### src/rtl/bcd_frame_parser.sv
// bcd_frame_parser: locks onto 100-word frames (3 markers, 93 data words,
// 3 zero words, 1 control word) and extracts data and control payloads.
// The optional PARSER_PARITY_CHECK_EN macro enables odd-parity checking of
// data and control words; without it only format errors and marker misses
// are flagged and counted.
module bcd_frame_parser (
  input  logic        clk,
  input  logic        rst,
  input  logic [17:0] iWord,
  input  logic        iValid,
  output logic [15:0] dout,
  output logic        dout_valid,
  output logic        dout_perr,
  output logic [15:0] wCtrl,
  output logic        ctrl_valid,
  output logic        locked,
  output logic        frame_done,
  output logic [7:0]  err_cnt
);

  localparam logic [17:0] MARKER = 18'h0FFFF;

  typedef enum logic [2:0] {
    HUNT,
    SYNC,
    DATA,
    TAIL,
    CTRL
  } state_t;

  state_t     state;
  logic [6:0] idx;
  logic [1:0] marker_cnt;
  logic       miss_flag;
  logic       miss_hist;

  logic is_marker;
  logic par_err;
  logic data_err;
  logic ctrl_ok;
  logic frame_miss;
  logic word_err;
  logic err_hit;

  // Per-word error classification for the word currently on iWord
  always_comb begin
    is_marker = (iWord == MARKER);
`ifdef PARSER_PARITY_CHECK_EN
    par_err   = ~(^iWord);
`else
    par_err   = 1'b0;
`endif
    data_err   = ~iWord[16] | par_err;
    ctrl_ok    = ~iWord[16] & ~par_err;
    frame_miss = miss_flag | ~is_marker;
    word_err   = 1'b0;
    case (state)
      SYNC:    word_err = ~is_marker;
      DATA:    word_err = data_err;
      TAIL:    word_err = |iWord;
      CTRL:    word_err = ~ctrl_ok;
      default: word_err = 1'b0;
    endcase
    err_hit = iValid & word_err;
  end

  // Frame state machine with registered outputs and saturating error counter
  always_ff @(posedge clk) begin
    if (rst) begin
      state      <= HUNT;
      idx        <= 7'd0;
      marker_cnt <= 2'd0;
      miss_flag  <= 1'b0;
      miss_hist  <= 1'b0;
      dout       <= 16'd0;
      dout_valid <= 1'b0;
      dout_perr  <= 1'b0;
      wCtrl      <= 16'd0;
      ctrl_valid <= 1'b0;
      locked     <= 1'b0;
      frame_done <= 1'b0;
      err_cnt    <= 8'd0;
    end else begin
      dout_valid <= 1'b0;
      ctrl_valid <= 1'b0;
      frame_done <= 1'b0;
      if (err_hit && (err_cnt != 8'hFF)) begin
        err_cnt <= err_cnt + 8'd1;
      end
      if (iValid) begin
        case (state)
          HUNT: begin
            if (is_marker) begin
              if (marker_cnt == 2'd2) begin
                state      <= DATA;
                idx        <= 7'd3;
                locked     <= 1'b1;
                marker_cnt <= 2'd0;
                miss_flag  <= 1'b0;
                miss_hist  <= 1'b0;
              end else begin
                marker_cnt <= marker_cnt + 2'd1;
              end
            end else begin
              marker_cnt <= 2'd0;
            end
          end
          SYNC: begin
            if (idx == 7'd2) begin
              miss_flag <= 1'b0;
              if (frame_miss && miss_hist) begin
                state      <= HUNT;
                idx        <= 7'd0;
                locked     <= 1'b0;
                miss_hist  <= 1'b0;
                marker_cnt <= 2'd0;
              end else begin
                miss_hist <= frame_miss;
                state     <= DATA;
                idx       <= 7'd3;
              end
            end else begin
              if (!is_marker) begin
                miss_flag <= 1'b1;
              end
              idx <= idx + 7'd1;
            end
          end
          DATA: begin
            dout       <= iWord[15:0];
            dout_valid <= 1'b1;
            dout_perr  <= data_err;
            if (idx == 7'd95) begin
              state <= TAIL;
            end
            idx <= idx + 7'd1;
          end
          TAIL: begin
            if (idx == 7'd98) begin
              state <= CTRL;
            end
            idx <= idx + 7'd1;
          end
          CTRL: begin
            if (ctrl_ok) begin
              wCtrl      <= iWord[15:0];
              ctrl_valid <= 1'b1;
            end
            frame_done <= 1'b1;
            idx        <= 7'd0;
            state      <= SYNC;
          end
          default: begin
            state <= HUNT;
            idx   <= 7'd0;
          end
        endcase
      end
    end
  end

endmodule
### config.mk
export PLATFORM = sky130hd
export DESIGN_NAME = bcd_frame_parser
export DESIGN_NICKNAME = d
export VERILOG_FILES = /design/src/rtl/bcd_frame_parser.sv
export SDC_FILE = /design/constraint.sdc
export NUM_CORES = 1
export LEC_CHECK = 0
export ABC_AREA = 1
export ABC_CLOCK_PERIOD_IN_PS = 3300
export CAP_MARGIN = 20
export CORE_UTILIZATION = 53
export DETAILED_ROUTE_END_ITERATION = 12
export PLACE_DENSITY = 0.84
export SLEW_MARGIN = 10
export SYNTH_ARGS = -nofsm -noshare
export SYNTH_HDL_FRONTEND = slang
export SYNTH_SLANG_ARGS = --single-unit
### constraint.sdc
create_clock -name clk -period 3.3 [get_ports clk]
set_clock_uncertainty 0.15 [all_clocks]
set_input_delay 0.66 -clock clk [delete_from_list [all_inputs] [get_ports clk]]
set_output_delay 0.66 -clock clk [all_outputs]
set_load 0.02 [all_outputs]
After elaboration in Yosys (flattened, before gate mapping)
Cells that the tools add are included. W data, S select, Z words.

$add $sub $neg: 3. Multiply operators: 0. Divide/modulo/power cells: 0. Order comparisons: 0. Eq/ne operators: 17. Shifts and indexed selects: 0. Multiplexer cells: 34. Bitwise operators: 6. Reductions and logical operators: 16.

Operator list (count): $mux W7 (3); $pmux W7 S3 (1); $eq A18 B16 Y1 const B (1); $reduce_or A18 Y1 (1); $mux W3 (5); $pmux W3 S5 (1); $eq A7 B7 Y1 const B (2); $mux W1 (13); $mux W2 (6); $ne A2 B2 Y1 const B (6); $reduce_and A6 Y1 (2); $reduce_and A5 Y1 (2); $add A8 B1 Y8 const B (1); $ne A8 B8 Y1 const B (1); $add A7 B1 Y7 const B (1); $eq A7 B2 Y1 const B (1); $eq A3 B2 Y1 const B (2); $pmux W1 S2 (3); $reduce_and A3 Y1 (2); $not A1 Y1 (4); $pmux W1 S4 (1); $pmux W2 S2 (1); $reduce_and A4 Y1 (1); $reduce_or A2 Y1 (2); 12 further kinds (13).

Flip-flop bits (word level): 59. Latch bits: 0. Bits in writable memories: 0. Bits in read-only memories: 0. Output and inout port bits: 45. Word-level logic and storage cells: 89. Memories kept: 0.

Depth between registers and ports, before layout
Gate-level depths: netlist (run 1).

Depth after elaboration: 7. Mapped depth: 12.

Least setup slack after synthesis (run 1)
Ideal clock, no wire load.

Kind: in2reg. Start: input iWord[9]. End: register state[0]. Library setup time: 0.141 ns. Data arrival time: 1.575 ns. Path slack: 1.434 ns. Stages: 11. Cell sequence: nand2_1 -> nor2_1 -> nand2_1 -> nor2_2 -> nand2_2 -> nand2_1 -> nand2_2 -> nor2_4 -> nand2_1 -> nand2_1 -> a21oi_1.

Word-level cells in the longest chain between the ends: 3.

Ends and longest elaborated chain: from (decl) (RTL line 9) `input logic [17:0] iWord,`; $eq A18 B16 Y1 (RTL line 47) `is_marker = (iWord == MARKER);`; $ne A2 B2 Y1 (no source line); $reduce_and A6 Y1 (no source line); to (signal assigned) (RTL line 70) `state <= HUNT;`; to (signal assigned) (RTL line 95) `state <= DATA;`; to (signal assigned) (RTL line 112) `state <= HUNT;`; to (decl) (RTL line 31) `state_t state;`.

Every way passes these cells. A chain may end at the register's enable or synchronous reset.

Worst setup path in the final report (run 1)
Start: input iWord[1]. End: register state[1].

Word-level cells in the longest chain between the ends: 7. Elaborated cells on any way between the ends: 9.

Ends and longest elaborated chain: $eq A18 B16 Y1 (*) (RTL line 47); $not A1 Y1 (RTL line 55) `frame_miss = miss_flag | ~is_marker;`; $or A1 B1 Y1 (RTL line 55); $logic_and A1 B1 Y1 (RTL line 111) `if (frame_miss && miss_hist) begin`; $mux W2 (RTL line 111); $mux W3 (RTL line 109) `if (idx == 7'd2) begin`; $pmux W3 S5 (RTL line 91) `case (state)`; to (signal assigned) (RTL line 95); to (signal assigned) (RTL line 112); to (signal assigned) (RTL line 119) `state <= DATA;`.

Mark *: on every way between the ends. The rest lies on a longest branch, timed or not. The select of a mux whose other input is x is not followed.

==> results of run 1 <==
## layout by cell type, fill, tap and decap left out
cell type,n
sky130_fd_sc_hd__clkbuf_1,4
sky130_fd_sc_hd__a31oi_4,1
sky130_fd_sc_hd__o21ai_0,34
sky130_fd_sc_hd__o21ai_1,8
sky130_fd_sc_hd__dfxtp_1,59
sky130_fd_sc_hd__o211ai_1,1
sky130_fd_sc_hd__nand3_1,21
sky130_fd_sc_hd__nand2_8,1
sky130_fd_sc_hd__nor2_1,49
sky130_fd_sc_hd__a21oi_1,39
sky130_fd_sc_hd__nor2_2,2
sky130_fd_sc_hd__a21oi_2,6
sky130_fd_sc_hd__inv_1,41
sky130_fd_sc_hd__a31oi_1,1
sky130_fd_sc_hd__nor3_1,6
sky130_fd_sc_hd__nor3_4,3
sky130_fd_sc_hd__clkdlybuf4s50_1,65
sky130_fd_sc_hd__xnor2_1,4
sky130_fd_sc_hd__o21ai_2,1
sky130_fd_sc_hd__buf_4,4
sky130_fd_sc_hd__clkinv_2,1
sky130_fd_sc_hd__xor2_1,3
sky130_fd_sc_hd__nand3_2,2
sky130_fd_sc_hd__bufinv_16,1
sky130_fd_sc_hd__nand2_2,8
sky130_fd_sc_hd__nor2_4,1
sky130_fd_sc_hd__ha_1,3
sky130_fd_sc_hd__nand4_1,8
sky130_fd_sc_hd__nor3_2,1
sky130_fd_sc_hd__inv_2,4
sky130_fd_sc_hd__nand3_4,1
sky130_fd_sc_hd__nor3b_1,3
sky130_fd_sc_hd__nand2_1,55
sky130_fd_sc_hd__clkbuf_8,10
## power breakdown
| part | switching (µW) | internal [µW] |
|---|---|---|
| clock network | 267 | 370 |
| registers | 0.921 | 713 |
| logic | 36.6 | 30.7 |
| total | 304 | 1110 |
## logic make-up (layout without fill, tap and decap cells)
logic type               Yosys count  after routing  synth area share (%)
XOR/XNOR                           7              7                 2.187
flip-flops                        59             59                 42.12
buffers and inverters             59            130                 8.523
AND/OR/NAND/NOR                  161            161                 27.93
adder cells (fa/ha/maj)            3              3                 1.339
AO/OA/AOI/OAI                     91             91                 17.89
## per-layer routing
layer / global-route usage [%] / routed length [µm]
met2: 41.54 / 3109
met3: 6.292 / 306
met1: 31.22 / 2961
met5: 0 / 0
met4: 11.11 / 119
## synthesized netlist by cell type (all sizes together)
cell type  number  area (µm²)
a21oi          45       247.7
a31oi           2       27.53
buf             7       43.79
clkbuf          7       26.28
dfxtp          59        1181
ha              3       37.54
inv            45       168.9
nand2          64       276.5
nand3          24       142.6
nand4           8       50.05
nor2           52       207.7
nor3           10       83.83
nor3b           3       22.52
o211ai          1       7.510
o21ai          43       219.0
xnor2           4       35.03
xor2            3       26.28
## registers in the layout, summed over array words and instances (netlist names)
| register | count |
|---|---|
| state | 3 |
| ctrl_valid | 1 |
| dout | 16 |
| wCtrl | 16 |
| frame_done | 1 |
| marker_cnt | 2 |
| miss_hist | 1 |
| dout_valid | 1 |
| err_cnt | 8 |
| miss_flag | 1 |
| idx | 7 |
| locked | 1 |
| dout_perr | 1 |
## worst max-delay path, cell delays in order
cell,delay (ns)
sky130_fd_sc_hd__clkdlybuf4s50_1,0.53
sky130_fd_sc_hd__nand2_1,0.08
sky130_fd_sc_hd__nor2_1,0.13
sky130_fd_sc_hd__nand2_1,0.11
sky130_fd_sc_hd__nor2_2,0.12
sky130_fd_sc_hd__nand2_2,0.09
sky130_fd_sc_hd__nand2_1,0.08
sky130_fd_sc_hd__nand2_2,0.17
sky130_fd_sc_hd__nor2_4,0.24
sky130_fd_sc_hd__nand2_1,0.12
sky130_fd_sc_hd__nor2_1,0.10
sky130_fd_sc_hd__nor2_1,0.05
## stage by stage
stage	cell area [µm²]	hold WS [ns]	cells	util (%)	total power, µW
2_1_floorplan	2804	0.2816	380	-	759.7
6_report	3695	0.3164	521	72.34	1418
3_3_place_gp	3507	0.3059	505	68.67	795.8
4_1_cts	3695	0.3206	521	72.34	1433
3_5_place_dp	3507	0.3111	505	68.67	796.6
5_1_grt	3695	0.3416	521	72.34	1481
## cell type report
cell class              instances  share of cell area (%)
clock buffers                  14                   4.131
clock inverters                 2                  0.9482
inverters                      45                   4.572
multi-input cells             262                   37.59
flip-flops and latches         59                   31.97
well taps                      70                   2.370
repair buffers                 69                   18.42
## how the worst min path moves through the flow
stage,startpoint,to,slack (ns),depth (start not counted)
finish,miss_flag$_SDFFE_PP0P_,miss_flag$_SDFFE_PP0P_,0.32,2
global route,miss_flag$_SDFFE_PP0P_,miss_flag$_SDFFE_PP0P_,0.34,2
CTS,miss_flag$_SDFFE_PP0P_,miss_flag$_SDFFE_PP0P_,0.32,2
detailed placement,miss_flag$_SDFFE_PP0P_,miss_flag$_SDFFE_PP0P_,0.31,2
global placement,miss_flag$_SDFFE_PP0P_,miss_flag$_SDFFE_PP0P_,0.31,2
floorplan,miss_flag$_SDFFE_PP0P_,miss_flag$_SDFFE_PP0P_,0.28,2
==> run summary, run 1 <==
Result of the run - finished clean
Endpoint arrival time on the critical path - 2.48 ns
Wire length of the first global-routing pass - 10640 µm
Number of DRC markers in iteration 0 - 130
Worst-margin pin slew - 0.4223 ns
Longest Clk Path Bufs - 2
Total number of nets in the final design - 470
Synthesized netlist cell count - 380
Remaining Overflow, GRT - 0
Drt wl/cell - 12.47 µm
Via count - 2641
Number of sinks driven by the clock tree - 59
Data required time of the critical path - 3.37 ns
Core Box Area - 0.005107 mm²
Half-perimeter wire length of the detailed placement result - 4704 µm
Upper clock frequency limit - 414.9 MHz
Layout overhead on the synthesized area - 31.77%
Antenna fix cells - 0
Cts repair resizes - 0
DRC violation count after routing - 0
Filler cells - 431
Initial standard-cell utilization of the core - 54.90%
Capturing element of the worst setup path - state[1]$_SDFFE_PP0P_
Final period demand of the worst path - 2.410 ns
Number of placement rows - 26
Height of the die - 74.74 µm
Fraction of layout cells with a size suffix above 1 - 10.42%
Synthesized Nets - 404
Clk Latency, worst-skew pair - 0.32 ns
Maximum number of pins on one net before global-route repair - 29
Hold Violations, Final - 0
Setup ws final - 0.8899 ns
Initial antenna violation count - 0
Number of buffers added to fix hold violations after cts - 0
TritonCTS clock tree - yes
Post-route ant nets - 0
Avg Inst Size Synth - 7.379 µm²
RR Endpoint - state[1]$_SDFFE_PP0P_
CTS Buf Count - 9
Clock Root Buffer - sky130_fd_sc_hd__clkbuf_8
Area of combinational cells with multiple inputs - 0.001389 mm²
DIE AREA - 0.005585 mm²
Detailed Routing Iterations Pass 1 - 4
Path type of the worst min-delay path - flop to flop
Power density of the placed cells - 383.8 mW/mm²
Clock-pin slew reported for the worst setup and hold paths after clock tree synthesis - 0.06 ns
Total Routed Length - 6496 µm
Register-to-register path setup slack - 1.37 ns
Worst slack at placement - 0.5628 ns
Post-CTS repair timing setup buffer count - 0
Area of all sequential standard cells - 0.001181 mm²
Die W - 74.74 µm
Number of maximum-capacitance violations - 0
Total of flip-flops plus latches after synthesis - 59
Critical Path Sink Type - flop
Number of placed I/O pins - 66
Relative slew slack - 71.81%
IO buf count - 65
Unrepaired setup endpoints after global routing - no
FF-to-FF Start - state[2]$_SDFFE_PP0P_
IR drop worst, VDD - 0.2790 mV
Post-Route Setup TNS - 0 ns
Final setup violation count - 0
Final Cycle Share - 73.03%
Share of synthesized area occupied by flip-flops and latches - 42.12%
Crit-path max FO - 13
Category of the most critical setup path - primary input to flop
Via count of the first global-routing pass - 2407
Gp weighted congestion - 0.8551
Number of cells on the worst reg-to-reg path - 9
Cell area after synthesis - 0.002804 mm²
Launching instance or port of the critical path - iWord[1]
Leakage power - 0.001480 µW
Deepest level of the CTS H-tree - 3
Number of pins exceeding their max-slew limit in the final report - 0
Ys Warns - 0
Post-synth cell types - 31
Total routing usage reported by global routing - 25.20%
Startpoint type of the worst setup path - primary input
Avg Vias per Cell - 5.069
No activity file was read; power rests on OpenSTA's default activity.
==> run 2, diff against run 1 <==
ABC_CLOCK_PERIOD_IN_PS = 2390   (was 3300)
CORE_UTILIZATION = 50   (was 53)
PLACE_DENSITY = 0.8   (was 0.84)
clock period = 2.39 ns   (was 3.3 ns; I/O delays follow)
==> run summary, run 2 (synthesis results as in run 1) <==
Result of the run - finished clean
Category of the most critical setup path - flop to output pin
Hold Violations, Final - 0 (unchanged)
Number of buffers added to fix hold violations after cts - 0 (unchanged)
Final period demand of the worst path - 2.138 ns
Antenna fix cells - 0 (unchanged)
Post-CTS repair timing setup buffer count - 0 (unchanged)
Delay of the slowest cell on the worst path - 0.67 ns (+0.14 ns)
Upper clock frequency limit - 467.7 MHz
Combined buffer and inverter count along the critical path - 1 (unchanged)
Dpl cells - 512 (+1.4%)
Worst path top cell family by delay - buffers and inverters
Gp weighted congestion - 0.9674 (+13%)
Number of DRC markers in iteration 0 - 160 (+23%)
Relative slew slack - 70.23% (-1.6 points)
Final setup violation count - 0 (unchanged)
Post-route ant nets - 0 (unchanged)
Number of sinks driven by the clock tree - 59 (unchanged)
Worst slack at placement - 0.02980 ns (-0.5330 ns)
Core Box Area - 0.005238 mm² (+2.5%)
Met1 layer wirelength in the final routing - 2993 µm (+1.1%)
Half-perimeter wire length of the detailed placement result - 4801 µm (+2.1%)
Number of placement rows - 26 (unchanged)
Power density of the placed cells - 544.7 mW/mm² (+42%)
Data required time of the critical path - 1.76 ns (-1.61 ns)
Leading cell type in the layout, fill and taps excluded - sky130_fd_sc_hd__clkdlybuf4s50_1
Post-Route Setup TNS - 0 ns (unchanged)
Slowest cell on the critical path - sky130_fd_sc_hd__clkdlybuf4s50_1
Longest Clk Path Bufs - 2 (unchanged)
Uppermost routed layer - met4
Unrepaired setup endpoints after global routing - no
Initial standard-cell utilization of the core - 53.54% (-1.4 points)
DIE AREA - 0.005911 mm² (+5.8%)
Total routing usage reported by global routing - 24.97% (-0.22 points)
IO buf count - 65 (unchanged)
DRC violation count after routing - 0 (unchanged)
Critical Path Sink Type - output pin
Clk Latency, worst-skew pair - 0.34 ns (+0.02 ns)
Maximum number of pins on one net before global-route repair - 36 (+24%)
Drt wl/cell - 12.77 µm (+2.4%)
Endpoint arrival time on the critical path - 1.51 ns (-0.97 ns)
Wire length of the first global-routing pass - 11800 µm (+11%)
Number of placed I/O pins - 66 (unchanged)
Worst path cell trace - clkdlybuf4s50_1
Commonest cells after routing, fill and taps aside - sky130_fd_sc_hd__clkdlybuf4s50_1, sky130_fd_sc_hd__dfxtp_1, sky130_fd_sc_hd__nand2_1, sky130_fd_sc_hd__nor2_1, sky130_fd_sc_hd__inv_1
Final cell utilization of the core - 72.19% (-0.15 points)
Detailed Routing Iterations Pass 1 - 4 (unchanged)
Layout overhead on the synthesized area - 34.85%
Final Cycle Share - 89.47%
Avg Vias per Cell - 5.070 (about the same)
Number of pins exceeding their max-slew limit in the final report - 0 (unchanged)
CTS Buf Count - 9 (unchanged)
Remaining Overflow, GRT - 0 (unchanged)
Height of the die - 76.89 µm (+2.9%)
Leakage power - 0.001526 µW (+3.1%)
TritonCTS clock tree - yes
Number of maximum-capacitance violations - 0 (unchanged)
Via count of the first global-routing pass - 2627 (+9.1%)
Cell count along the critical path - 1 (-11)
Cts repair resizes - 0 (unchanged)
Setup ws final - 0.2517 ns (-0.6382 ns)
Registers with the most flip-flops - dout x16, wCtrl x16, err_cnt x8
Worst-margin pin slew - 0.4459 ns (+0.02366 ns)
Clock Root Buffer - sky130_fd_sc_hd__clkbuf_8
Total number of nets in the final design - 477 (+1.5%)
Metal2 WL - 3257 µm (+4.8%)
Non-filler cells, final - 528 (+1.3%)
Initial antenna violation count - 0 (unchanged)
Fraction of layout cells with a size suffix above 1 - 12.23% (+1.8 points)
Total Routed Length - 6741 µm (+3.8%)
IR drop worst, VDD - 0.4032 mV (+45%)
Deepest level of the CTS H-tree - 3 (unchanged)
Met3 WL - 403 µm (+32%)
Number of cells on the worst reg-to-reg path - 9 (unchanged)
Crit-path max FO - 5 (-8)
Startpoint type of the worst setup path - flop
Via count - 2677 (+1.4%)
Die W - 76.89 µm (+2.9%)
Clock-pin slew reported for the worst setup and hold paths after clock tree synthesis - 0.07 ns (about the same)
Cell depth of the worst hold path - 2 (unchanged)
Path type of the worst min-delay path - flop to flop
[run 2: final cells by class]
class	count	area, µm²
Sequential cell	59	1181
Clock buffer	11	131.4
Multi-Input combinational cell	262	1389
Clock inverter	5	77.57
Tap cell	70	87.58
Timing Repair Buffer	76	745.7
Fill cell	443	1456
Inverter	45	168.9
[run 2: path summary, 6_finish.rpt]
check / start / end / slack, ns
worst max-delay path: err_cnt[6]$_SDFFE_PP0P_ / err_cnt[6] / 0.25
worst min-delay path: dout_perr$_SDFFE_PP0P_ / dout_perr$_SDFFE_PP0P_ / 0.33
worst max register to register: state[2]$_SDFFE_PP0P_ / state[0]$_SDFFE_PP0P_ / 0.50
worst min register to register: dout_perr$_SDFFE_PP0P_ / dout_perr$_SDFFE_PP0P_ / 0.33
[run 2: per-layer routing]
layer | track usage (%) | vias up
met5 | 0 | -
met2 | 41.61 | 67
met4 | 8.654 | 0
li1 | - | 1386
met1 | 30.43 | 1216
met3 | 7.381 | 8
[run 2: report_power, final]
| group | internal, µW | leakage [µW] | total (µW) | switching, µW |
|---|---|---|---|---|
| clock | 584 | 0.000103 | 974 | 391 |
| combinational | 48.6 | 0.000947 | 99.5 | 51.0 |
| sequential | 985 | 0.000475 | 986 | 1.18 |
| total | 1620 | 0.00153 | 2060 | 443 |
[run 2: per-stage QoR]
stage / hold slack [ns] / area, µm² / total power (µW)
after CTS: 0.3315 / 3781 / 2072
after global placement: 0.3155 / 3572 / 1106
after floorplan: 0.2816 / 2804 / 1049
after detailed placement: 0.3105 / 3572 / 1107
final: 0.3278 / 3781 / 2060
after global routing: 0.3587 / 3781 / 2126
